File: src/rtl/gcn_aggregation_pkg.sv
// gcn_pkg: shared constants and types for the GCN aggregation block.
// Graph/feature sizes, the FM x WM element/row types, the node index type
// and the aggregation FSM state encoding.
package gcn_pkg;

  localparam int unsigned NUM_OF_NODES    = 6;
  localparam int unsigned WEIGHT_COLS     = 3;
  localparam int unsigned DOT_PROD_WIDTH  = 16;
  localparam int unsigned COO_NUM_OF_COLS = 6;
  localparam int unsigned COO_NUM_OF_ROWS = 2;
  localparam int unsigned COO_BW          = $clog2(COO_NUM_OF_COLS);
  localparam int unsigned ROW_W           = $clog2(NUM_OF_NODES);
  localparam int unsigned EDGE_W          = $clog2(COO_NUM_OF_COLS);

  typedef logic [DOT_PROD_WIDTH-1:0] fm_wm_elem_t;
  typedef fm_wm_elem_t               fm_wm_row_t [WEIGHT_COLS];
  typedef logic [ROW_W-1:0]          node_idx_t;

  typedef enum logic [2:0] {
    IDLE,
    INIT,
    EDGE_A,
    EDGE_B,
    DONE
  } agg_state_e;

endpackage

File: src/rtl/gcn_aggregation_accumulator_bank.sv
// agg_accumulator_bank: NUM_OF_NODES x WEIGHT_COLS accumulator registers.
// Ports: clk, reset (sync, active-low, clears all entries), load_en
// (overwrite row wr_idx with wr_row), add_en (row wr_idx += wr_row, wrapping),
// rd_idx/rd_row (combinational read, 0 for out-of-range index).
module agg_accumulator_bank
  import gcn_pkg::*;
(
  input  logic                      clk,
  input  logic                      reset,
  input  logic                      load_en,
  input  logic                      add_en,
  input  logic [ROW_W-1:0]          wr_idx,
  input  logic [DOT_PROD_WIDTH-1:0] wr_row [0:WEIGHT_COLS-1],
  input  logic [ROW_W-1:0]          rd_idx,
  output logic [DOT_PROD_WIDTH-1:0] rd_row [0:WEIGHT_COLS-1]
);

  fm_wm_row_t acc [NUM_OF_NODES];

  // Load has priority; the controller never asserts both in one cycle.
  always_ff @(posedge clk) begin
    if (!reset) begin
      for (int n = 0; n < int'(NUM_OF_NODES); n++) begin
        for (int c = 0; c < int'(WEIGHT_COLS); c++) begin
          acc[n][c] <= '0;
        end
      end
    end else if (load_en) begin
      for (int c = 0; c < int'(WEIGHT_COLS); c++) begin
        acc[wr_idx][c] <= wr_row[c];
      end
    end else if (add_en) begin
      for (int c = 0; c < int'(WEIGHT_COLS); c++) begin
        acc[wr_idx][c] <= acc[wr_idx][c] + wr_row[c];
      end
    end
  end

  // Indices past the last node read back as zero.
  always_comb begin
    for (int c = 0; c < int'(WEIGHT_COLS); c++) begin
      rd_row[c] = '0;
    end
    if (32'(rd_idx) < NUM_OF_NODES) begin
      for (int c = 0; c < int'(WEIGHT_COLS); c++) begin
        rd_row[c] = acc[rd_idx][c];
      end
    end
  end

endmodule

File: src/rtl/gcn_aggregation.sv
// gcn_aggregation: sums each node's FM x WM row with the rows of all its
// neighbours over an undirected COO edge list.
// Ports: clk, reset (sync, active-low), start (level), coo_in (edge list,
// row 0 = source, row 1 = destination), fm_wm_row/read_row (FM x WM memory
// read), agg_read_row/agg_row (combinational result read), busy, done,
// coo_err (sticky out-of-range endpoint flag, cleared on start).
module gcn_aggregation
  import gcn_pkg::*;
(
  input  logic                      clk,
  input  logic                      reset,
  input  logic                      start,
  input  logic [COO_BW-1:0]         coo_in [0:COO_NUM_OF_ROWS-1][0:COO_NUM_OF_COLS-1],
  input  logic [DOT_PROD_WIDTH-1:0] fm_wm_row [0:WEIGHT_COLS-1],
  output logic [ROW_W-1:0]          read_row,
  input  logic [ROW_W-1:0]          agg_read_row,
  output logic [DOT_PROD_WIDTH-1:0] agg_row [0:WEIGHT_COLS-1],
  output logic                      busy,
  output logic                      done,
  output logic                      coo_err
);

  agg_state_e        state;
  node_idx_t         node_cnt;
  logic [EDGE_W-1:0] edge_cnt;
  logic [EDGE_W-1:0] edge_next;
  logic [COO_BW-1:0] src;
  logic [COO_BW-1:0] dst;
  logic              edge_ok;
  logic              load_en;
  logic              add_en;
  node_idx_t         wr_idx;

  // Current edge endpoints and accumulator write control.
  always_comb begin
    src       = coo_in[0][edge_cnt];
    dst       = coo_in[1][edge_cnt];
    edge_next = EDGE_W'(edge_cnt + 1'b1);
    edge_ok   = (32'(src) < NUM_OF_NODES) && (32'(dst) < NUM_OF_NODES);
    load_en   = 1'b0;
    add_en    = 1'b0;
    wr_idx    = node_cnt;
    case (state)
      INIT: load_en = 1'b1;
      EDGE_A: begin
        add_en = edge_ok;
        wr_idx = ROW_W'(dst);
      end
      EDGE_B: begin
        add_en = edge_ok;
        wr_idx = ROW_W'(src);
      end
      default: ;
    endcase
  end

  // read_row is registered one state ahead so it already addresses the row
  // that the current state consumes from the combinational memory.
  always_ff @(posedge clk) begin
    if (!reset) begin
      state    <= IDLE;
      node_cnt <= '0;
      edge_cnt <= '0;
      read_row <= '0;
      busy     <= 1'b0;
      done     <= 1'b0;
      coo_err  <= 1'b0;
    end else begin
      case (state)
        IDLE, DONE: begin
          if (start) begin
            state    <= INIT;
            node_cnt <= '0;
            edge_cnt <= '0;
            read_row <= '0;
            busy     <= 1'b1;
            done     <= 1'b0;
            coo_err  <= 1'b0;
          end
        end
        INIT: begin
          if (node_cnt == ROW_W'(NUM_OF_NODES - 1)) begin
            state    <= EDGE_A;
            read_row <= ROW_W'(coo_in[0][0]);
          end else begin
            node_cnt <= ROW_W'(node_cnt + 1'b1);
            read_row <= ROW_W'(node_cnt + 1'b1);
          end
        end
        EDGE_A: begin
          if (!edge_ok) coo_err <= 1'b1;
          state    <= EDGE_B;
          read_row <= ROW_W'(dst);
        end
        EDGE_B: begin
          if (edge_cnt == EDGE_W'(COO_NUM_OF_COLS - 1)) begin
            state    <= DONE;
            busy     <= 1'b0;
            done     <= 1'b1;
            read_row <= '0;
          end else begin
            state    <= EDGE_A;
            edge_cnt <= edge_next;
            read_row <= ROW_W'(coo_in[0][edge_next]);
          end
        end
        default: state <= IDLE;
      endcase
    end
  end

  agg_accumulator_bank u_bank (
    .clk     (clk),
    .reset   (reset),
    .load_en (load_en),
    .add_en  (add_en),
    .wr_idx  (wr_idx),
    .wr_row  (fm_wm_row),
    .rd_idx  (agg_read_row),
    .rd_row  (agg_row)
  );

endmodule

File: config.mk
export PLATFORM = sky130hd
export DESIGN_NAME = gcn_aggregation
export DESIGN_NICKNAME = d
export VERILOG_FILES = /design/src/rtl/gcn_aggregation_pkg.sv /design/src/rtl/gcn_aggregation_accumulator_bank.sv /design/src/rtl/gcn_aggregation.sv
export SDC_FILE = /design/constraint.sdc
export NUM_CORES = 1
export LEC_CHECK = 0
export BUFFER_PORTS_ARGS = -buffer_cell sky130_fd_sc_hd__buf_2
export CORE_MARGIN = 2
export CORE_UTILIZATION = 65
export CTS_CLUSTER_DIAMETER = 120
export DETAILED_ROUTE_END_ITERATION = 8
export PLACE_DENSITY_LB_ADDON = 0.3
export SETUP_SLACK_MARGIN = 0.02
export SYNTH_ARGS = -nofsm -noshare
export SYNTH_HDL_FRONTEND = slang
export SYNTH_SLANG_ARGS = --single-unit
File: constraint.sdc
create_clock -name clk -period 8.4 [get_ports clk]
set_input_delay 0.42 -clock clk [delete_from_list [all_inputs] [get_ports clk]]
set_output_delay 0.42 -clock clk [all_outputs]
set_load 0.03 [all_outputs]
Word-level counts from Yosys, hierarchy flattened
Memory sizes are Yosys's and may differ from the RTL's. Index checks and enable logic that the tools add are counted.

Add/subtract/negate cells: 5. Order comparisons: 5. Eq/ne operators: 12. Multiplexer cells: 47. Bitwise logic cells: 5. Reduce and logical (&&, ||, !) cells: 15.

Operator list (number): $mux 48 (2); $add 16x16->16 (3); $mux 16 (3); $mux 3 (16); $reduce_or 48->1 (1); $bmux 3 s3 (3); $pmux 3 s4 (2); $pmux 3 s2 (3); $mux 1 (15); $ne 2x2->1 const B (6); $reduce_and 3->1 (4); $eq 3x3->1 const B (3); $lt 3x3->1 const B (3); $ge 4x4->1 const B (2); $not 3->4 (2); $add 3x1->3 const B (2); $eq 3x2->1 const B (2); $pmux 1 s2 (3); $reduce_bool 2->1 (3); $reduce_and 2->1 (2); $reduce_bool 4->1 (1); $reduce_or 2->1 (2); $eq 3x1->1 const B (1); $logic_not 3->1 (1); 2 further kinds (4).

Flip-flop bits (word level): 15. Memory bits (writable): 288. Bits of input ports: 90. Output and inout port bits: 54. Memories: 1.

Memory list: u_bank.acc (depth 6, bits a word 48, rd ports 2, clocked after Yosys merged registers in 0, wr ports 6, RTL line gcn_aggregation_accumulator_bank.sv:18) `fm_wm_row_t acc [NUM_OF_NODES];`.

Longest topological paths before layout
Gate-level depths: netlist of the first run.

Depth in word-level cells: 14. Gate-level depth with buffers: 24. Gate-level depth less buffers: 19.

Hierarchy
Synthesis of the first run repeated with hierarchy kept, for this count alone.

Cell total of the unflattened synthesis: 1830. Area, all modules: 21461.8 sq um.

By module, submodules not included: agg_accumulator_bank (times used 1, cells each 1672, area an instance 20021.7 sq um, sequential area each 11531.1 sq um); gcn_aggregation (times used 1, cells each 158, area an instance 1440.1 sq um, sequential area each 300.3 sq um).

Worst setup path after synthesis of the first run
OpenSTA, ideal clock, no wires.

Path type: reg2reg. Start: reg edge_cnt[0]. End: mem u_bank.acc[6][46] (netlist name) (data pin). Arrival time: 4.899 ns. Slack: 3.230 ns. Cell stages (with the launch flop): 23. Buffers on the path: 5. Clock period less this slack: 5.170 ns. Cell sequence: dfxtp_1 -> buf_4 -> or2_1 -> buf_6 -> o22ai_1 -> nor2_1 -> o221a_2 -> buf_2 -> nor2_1 -> clkbuf_1 -> buf_1 -> a221oi_1 -> ha_1 -> fa_1 -> a21o_1 -> a21o_1 -> a2111oi_1 -> o21ai_0 -> a211oi_1 -> o21bai_1 -> nor4bb_1 -> nor3_2 -> inv_1.

RTL lines: from (decl) (RTL line gcn_aggregation.sv:25) `logic [EDGE_W-1:0] edge_cnt;`; from (signal assigned) (RTL line gcn_aggregation.sv:103) `edge_cnt <= edge_next;`; to (decl) (RTL line gcn_aggregation_accumulator_bank.sv:18).

==> metrics.txt, run 1 <==
status complete, no violations; most common cell after layout, fill and taps aside edfxtp_1; Post-synth EDFFs around 380; Power Total 4850 uW; final setup margin ~1.5 ns; most frequent cells in the layout edfxtp_1 (384), nor2_1 (358), nand2_1 (256); Std-Cell Rows 67; port buffer count roughly 140; CP max-delay cell dfxtp_1; initial DRC count 2542; die height ~190 um; critical path, cell by cell or2_1 -> nor2_1 -> o21ai_2 -> and2_4 -> nor2_1 -> nand2_1 -> buf_4 -> o22ai_1 -> a311oi_1 -> fa_1 -> a21o_1 -> a21oi_1 -> o311ai_0 -> a41oi_1 -> o21bai_1 -> a21oi_1 -> xnor2_1 -> mux2i_1 -> inv_1; Die Area 0.0354 sq mm; H-tree Lvls 2; yosys synthesis warning count 0; crit share post-route 81.7%; CTS tree built; hold depth 3; Total GRT Usage between 30% and 40%; Post-CTS Setup Inserts 0; DP Area approximately 0.023 sq mm; CP required about 8.7 ns; Worst-path clk slew about 0.06 ns; DP HPWL 37.8 mm; diode count 0; CTS Buf Count between 40 and 50; RePlAce Congestion around 0.87; DRC viols 0; crit path capture type register; first-pass GRT wire length around 100 mm; synthesized flop and latch total between 300 and 400; Mapped Area roughly 0.022 sq mm; Mapped Cells approximately 2100; r2r setup slk ~1.5 ns; WS Path Type register to register; PostCTS Resize Cnt 0; R2R cell count 19; P&R area growth vs syn 10.4%; vias per cell 6.81; Hold Violations, Final 0; Hold Path Sink state[2]$_SDFFE_PN0P_; Worst Min Path Start start; Top Ports roughly 140; Die W about 190 um; Arr. time, crit path between 7 and 8 ns; Final ANT Viol Nets 0; Worst Path Max Fanout 32; maxcap violations 0; Core ar. 0.0334 sq mm; Longest Clk Path Bufs 3; number of global-route vias before repair 17900; Reg-to-Reg End u_bank.acc[6][30]$_DFFE_PP_; synth unique cells 76; Leak 0.00967 uW; Post-Place Worst Slack between 1.5 and 2 ns; Setup Skew just under 0.02 ns; fin area 0.0243 sq mm; Non-Filler Instances 2622; Vias 17900; Worst Setup Start Kind register; Slew Limit Fails 0; Layout Nets approximately 2300; Max stage delay on crit path ~0.9 ns; filler instances roughly 2400; FF/Latch Area 0.0118 sq mm; area occupied by multi-input gates about 0.0093 sq mm; DRT Pass-1 Iters 6; hold_buf cts 0; initial antenna violation count 2; Setup TNS Final 0 ns; reg2reg start edge_cnt[0]$_SDFFE_PN0P_; wire per inst between 20 and 30 um; Power Density ~200 mW/mm^2; Setup-failing EPs final 0; worst slew pin tran approximately 1.1 ns; Cells after DPL 2549; # clock sinks about 400; HP Class primary input to register; CP top delay family compound AO/OA/AOI/OAI gates; Most used DFF post-synth edfxtp_1; clk_lat worst skew around 0.55 ns; routed wire length 66.2 mm; slew margin rel. about 28%; worst path bufs/invs 2; Avg Synthesized Cell Area 10.7 sq um; global route overflow 0; sequential share of the synthesized area a little over half; clock root buffer clkbuf_16; post-synthesis net count 2208; Peak Freq 146 MHz; post-layout min period 6.86 ns; RSZ-0062 raised after global routing false; Async S/R FF share, synth 0%; layout cells sized above 1 between 15 and 20%; initial core utilization roughly 66%; Worst VDD drop ~0.00021 V; largest net degree at the start of global routing 91
[cell usage after synthesis, drive strengths merged, types with 14 or more instances]
| cell type | n | area share (%) |
|---|---|---|
| a221oi | 23 | 0.91 |
| inv | 107 | 1.8 |
| nand2 | 270 | 4.6 |
| mux4 | 51 | 5.2 |
| nor2 | 362 | 6.2 |
| nand3 | 100 | 2.3 |
| clkbuf | 66 | 1.1 |
| dfxtp | 15 | 1.4 |
| ha | 55 | 3.1 |
| edfxtp | 384 | 52 |
| a21o | 14 | 0.48 |
| xnor2 | 20 | 0.79 |
| o22ai | 78 | 2.2 |
| nor3 | 16 | 0.39 |
| a21oi | 104 | 2.4 |
| buf | 70 | 1.7 |
| o21ai | 20 | 0.51 |
| xor2 | 17 | 0.78 |
| mux2i | 128 | 5.8 |
| a311oi | 23 | 0.91 |
[metrics by stage]
step	utilization (%)	hold slack [ns]
after global routing	72.8	0.201
after floorplan	-	0.526
final	72.8	0.178
after global placement	69.0	0.446
after detailed placement	69.0	0.450
after CTS	72.8	0.171
[where the power goes]
part	internal, uW	switching, uW	total, uW
sequential	2250	36.0	2280
clock	1030	755	1780
combinational	288	496	784
[metal layers]
layer / up-vias / GRT usage (%) / share of wire, %
li1: 7664 / - / -
met1: 8575 / 49.6 / 35
met2: 1388 / 60.5 / 47
met3: 231 / 7.21 / 14
met4: 2 / 16.7 / 4.2
met5: - / 0 / 0.021
[cell type report]
class | instances | area share, %
multi-input combinational | 1418 | 38.1
inverter | 107 | 1.65
clock buffer | 55 | 4.43
sequential | 399 | 48.6
clock inverter | 18 | 0.802
timing repair buffer | 177 | 4.12
tap | 448 | 2.30
[tightest hold or removal path: stages]
cell and delay (ns):
buf_2 0.09, nand3b_1 0.10, a21oi_1 0.06
[registers in the layout, indices dropped and copies added, names as in the netlist]
name,flops
busy,1
coo_err,1
done,1
edge_cnt,3
node_cnt,3
read_row,3
state,3
u_bank.acc,384
[logic make-up after synthesis]
kind of cell / share of synthesized area [%]
mux: 11.0
simple gates: 15.5
buf+inv: 4.60
flops: 53.7
compound gates: 10.3
xor+xnor: 1.57
fa+ha+maj: 3.39
[worst max-delay path by stage]
stage                                   from                              end  slack (ns)  cells after the start
floorplan           edge_cnt[0]$_SDFFE_PN0P_      u_bank.acc[6][46]$_DFFE_PP_        3.23                     22
CTS                 edge_cnt[0]$_SDFFE_PN0P_      u_bank.acc[6][30]$_DFFE_PP_        1.71                     19
detailed placement  edge_cnt[0]$_SDFFE_PN0P_  u_bank.acc[5][31]$_SDFFCE_PN0P_        1.76                     19
finish              edge_cnt[0]$_SDFFE_PN0P_      u_bank.acc[6][30]$_DFFE_PP_        1.54                     19
global route        edge_cnt[0]$_SDFFE_PN0P_  u_bank.acc[1][30]$_SDFFCE_PN0P_        1.13                     19
global placement    edge_cnt[0]$_SDFFE_PN0P_  u_bank.acc[5][31]$_SDFFCE_PN0P_        1.89                     19
No activity file was read; power rests on OpenSTA's default activity.
==> run 2: changes to the inputs <==
--- a/config.mk
+++ b/config.mk
@@ -7,7 +7,7 @@
 export LEC_CHECK = 0
 export BUFFER_PORTS_ARGS = -buffer_cell sky130_fd_sc_hd__buf_2
 export CORE_MARGIN = 2
-export CORE_UTILIZATION = 65
+export CORE_UTILIZATION = 56
 export CTS_CLUSTER_DIAMETER = 120
 export DETAILED_ROUTE_END_ITERATION = 8
 export PLACE_DENSITY_LB_ADDON = 0.3
==> constraint.sdc (replaced) <==
create_clock -name clk -period 5.75 [get_ports clk]
set_input_delay 0.2875 -clock clk [delete_from_list [all_inputs] [get_ports clk]]
set_output_delay 0.2875 -clock clk [all_outputs]
set_load 0.03 [all_outputs]
==> run 2 against run 1 <==
Design area is 2.0% higher; critical path depth is 1 lower; global-route usage decreased by 4.7 points; non-clock buffer count grew 27; core utilization fell by 8.7 points; via count fell by 0.26%; final cell count is 3.9% higher; register-to-register slack worse by 1.2 ns; power increased by 50%; largest power group unchanged.
==> metrics.txt, run 2 (synthesis gave the netlist of run 1 again) <==
global-route met3 utilization 7.29% (was 7.21%); reg2reg start edge_cnt[2]$_SDFFE_PN0P_ (was edge_cnt[0]$_SDFFE_PN0P_); Worst-path clk slew 0.06 ns (about the same); Worst Setup Start Kind register (unchanged); clock root buffer clkbuf_16 (unchanged); HP Class primary input to register (unchanged); Worst Path Max Fanout 20 (was 32); initial core utilization 56.9% (was 65.9%); DP HPWL 40.6 mm (was 37.8 mm); layout cells sized above 1 16.5% (was 15.2%); area occupied by multi-input gates 0.00933 sq mm (was 0.00928 sq mm); Arr. time, crit path 5.70 ns (was 7.14 ns); Std-Cell Rows 72 (was 67); Worst VDD drop 0.000222 V (was 0.000211 V); DRT Pass-1 Iters 6 (unchanged); largest net degree at the start of global routing 67 (was 91); initial antenna violation count 1 (was 2); CTS Buf Count 44 (was 41); met1 GRT Util 42.5% (was 49.6%); Peak Freq 184 MHz (was 146 MHz); most common cell after layout, fill and taps aside edfxtp_1 (unchanged); maxcap violations 0 (unchanged); Top Ports 144 (unchanged); Longest Clk Path Bufs 3 (unchanged); port buffer count 143 (unchanged); global route overflow 0 (unchanged); worst path bufs/invs 0 (was 2); initial DRC count 2116 (was 2542); Hold Slack 0.0375 ns (was 0.178 ns); Die Area 0.0410 sq mm (was 0.0354 sq mm); Core Util, Final 64.1% (was 72.8%); Slew Limit Fails 0 (unchanged); met2 global-route usage 53.2% (was 60.5%); FF/Latch Area 0.0118 sq mm (unchanged); clk_lat worst skew 0.57 ns (was 0.55 ns); first-pass GRT wire length 102 mm (was 100 mm); filler instances 3052 (was 2380); WS Path Type register to register (unchanged); Largest register FFs 384 (unchanged); RePlAce Congestion 0.943 (was 0.872); crit share post-route 94.3% (was 81.7%); Total GRT Usage 32.7% (was 37.4%); routed wire length 67.4 mm (was 66.2 mm); DRC viols 0 (unchanged); Core ar. 0.0387 sq mm (was 0.0334 sq mm); Die W 202 um (was 188 um); origin of the worst setup path edge_cnt[2]$_SDFFE_PN0P_ (was edge_cnt[0]$_SDFFE_PN0P_); diode count 0 (unchanged); Setup Skew 0.0113 ns (was 0.0196 ns); P&R area growth vs syn 12.7% (was 10.4%); most frequent cells in the layout edfxtp_1 (384), nor2_1 (357), nand2_1 (256) (was edfxtp_1 (384), nor2_1 (358), nand2_1 (256)); Largest Register u_bank.acc (unchanged); Worst Min Path Start start (unchanged); Max stage delay on crit path 0.50 ns (was 0.90 ns); wire per inst 24.7 um (was 25.2 um); Most Crowded Layer GR met2 (unchanged); die height 202 um (was 188 um); Final ANT Viol Nets 0 (unchanged); most used cell, CP o22ai_1; worst slew pin tran 1.10 ns (was 1.08 ns); H-tree Lvls 2 (unchanged); Vias 17800 (was 17900); Leak 0.00985 uW (was 0.00967 uW); slew margin rel. 26.4% (was 28.0%); Setup-failing EPs final 0 (unchanged); Layout Nets 2322 (was 2292); number of global-route vias before repair 17800 (was 17900); CP max-delay cell dfxtp_1 (unchanged); CP required 6.03 ns (was 8.68 ns); # clock sinks 399 (unchanged); CP top delay family compound AO/OA/AOI/OAI gates (unchanged); post-layout min period 5.42 ns (was 6.86 ns); Power Density 292 mW/mm^2 (was 199 mW/mm^2); critical path, cell by cell nand2b_1 -> o22ai_1 -> o21bai_4 -> and2_4 -> nor2_2 -> nand2_1 -> o22ai_1 -> a311oi_1 -> ha_1 -> a211o_1 -> a2111o_1 -> nand4_1 -> and4b_1 -> o31ai_2 -> nor2b_1 -> mux2i_1 -> xor2_2 -> nor2_1 (was or2_1 -> nor2_1 -> o21ai_2 -> and2_4 -> nor2_1 -> nand2_1 -> buf_4 -> o22ai_1 -> a311oi_1 -> fa_1 -> a21o_1 -> a21oi_1 -> o311ai_0 -> a41oi_1 -> o21bai_1 -> a21oi_1 -> xnor2_1 -> mux2i_1 -> inv_1); crit path capture type register (unchanged); Setup TNS Final 0 ns (unchanged); Hold Violations, Final 0 (unchanged); CTS tree built (unchanged); status complete, no violations (unchanged); vias per cell 6.54 (was 6.81)
-- run 2: worst paths after layout --
check,end,slack [ns],cells past startpoint
worst max-delay path,u_bank.acc[5][31]$_SDFFCE_PN0P_,0.33,18
worst min-delay path,state[2]$_SDFFE_PN0P_,0.04,3
worst max register to register,u_bank.acc[5][31]$_SDFFCE_PN0P_,0.33,18
worst min register to register,done$_SDFFE_PN0P_,0.48,2
-- run 2: cell type report --
class / instances / area share (%)
Tap cell: 518 / 2.61
Clock inverter: 21 / 0.776
Clock buffer: 57 / 4.72
Multi-Input combinational cell: 1418 / 37.6
Sequential cell: 399 / 47.6
Inverter: 107 / 1.62
Timing Repair Buffer: 204 / 5.08
-- run 2: tightest hold or removal path: cells and delay by family --
kind | cells | cell delay (ns)
buffers and inverters | 1 | 0.10
AOI/OAI and AO/OA | 1 | 0.06
and+or+nand+nor | 1 | 0.10
-- run 2: report_power, final --
group,internal [uW],switching (uW)
logic,437,734
clock network,1610,1140
registers,3280,53.5
total,5330,1920
-- run 2: what timing repair did --
item	in CTS	in global routing
setup buffers	0	2
hold buffers	0	0
gates resized for setup	0	14
endpoints found under the setup margin	0	84
-- run 2: routing by layer --
metal / vias to the layer above / share of wire, % / wire (um)
met2: 1214 / 47 / 31500
met1: 8641 / 37 / 25100
met4: 2 / 4.1 / 2790
li1: 7725 / - / -
met3: 232 / 12 / 7990
met5: - / 0.015 / 10
-- run 2: metrics by stage --
| stage | cells | area, sq um | setup WS, ns | power, uW |
|---|---|---|---|---|
| detailed placement | 2644 | 23400 | 0.134 | 4520 |
| CTS | 2722 | 24800 | 0.0976 | 7220 |
| floorplan | 2060 | 22000 | 0.580 | 4180 |
| global placement | 2644 | 23400 | 0.297 | 4490 |
| global route | 2724 | 24800 | -0.0457 | 7470 |
| finish | 2724 | 24800 | 0.325 | 7250 |
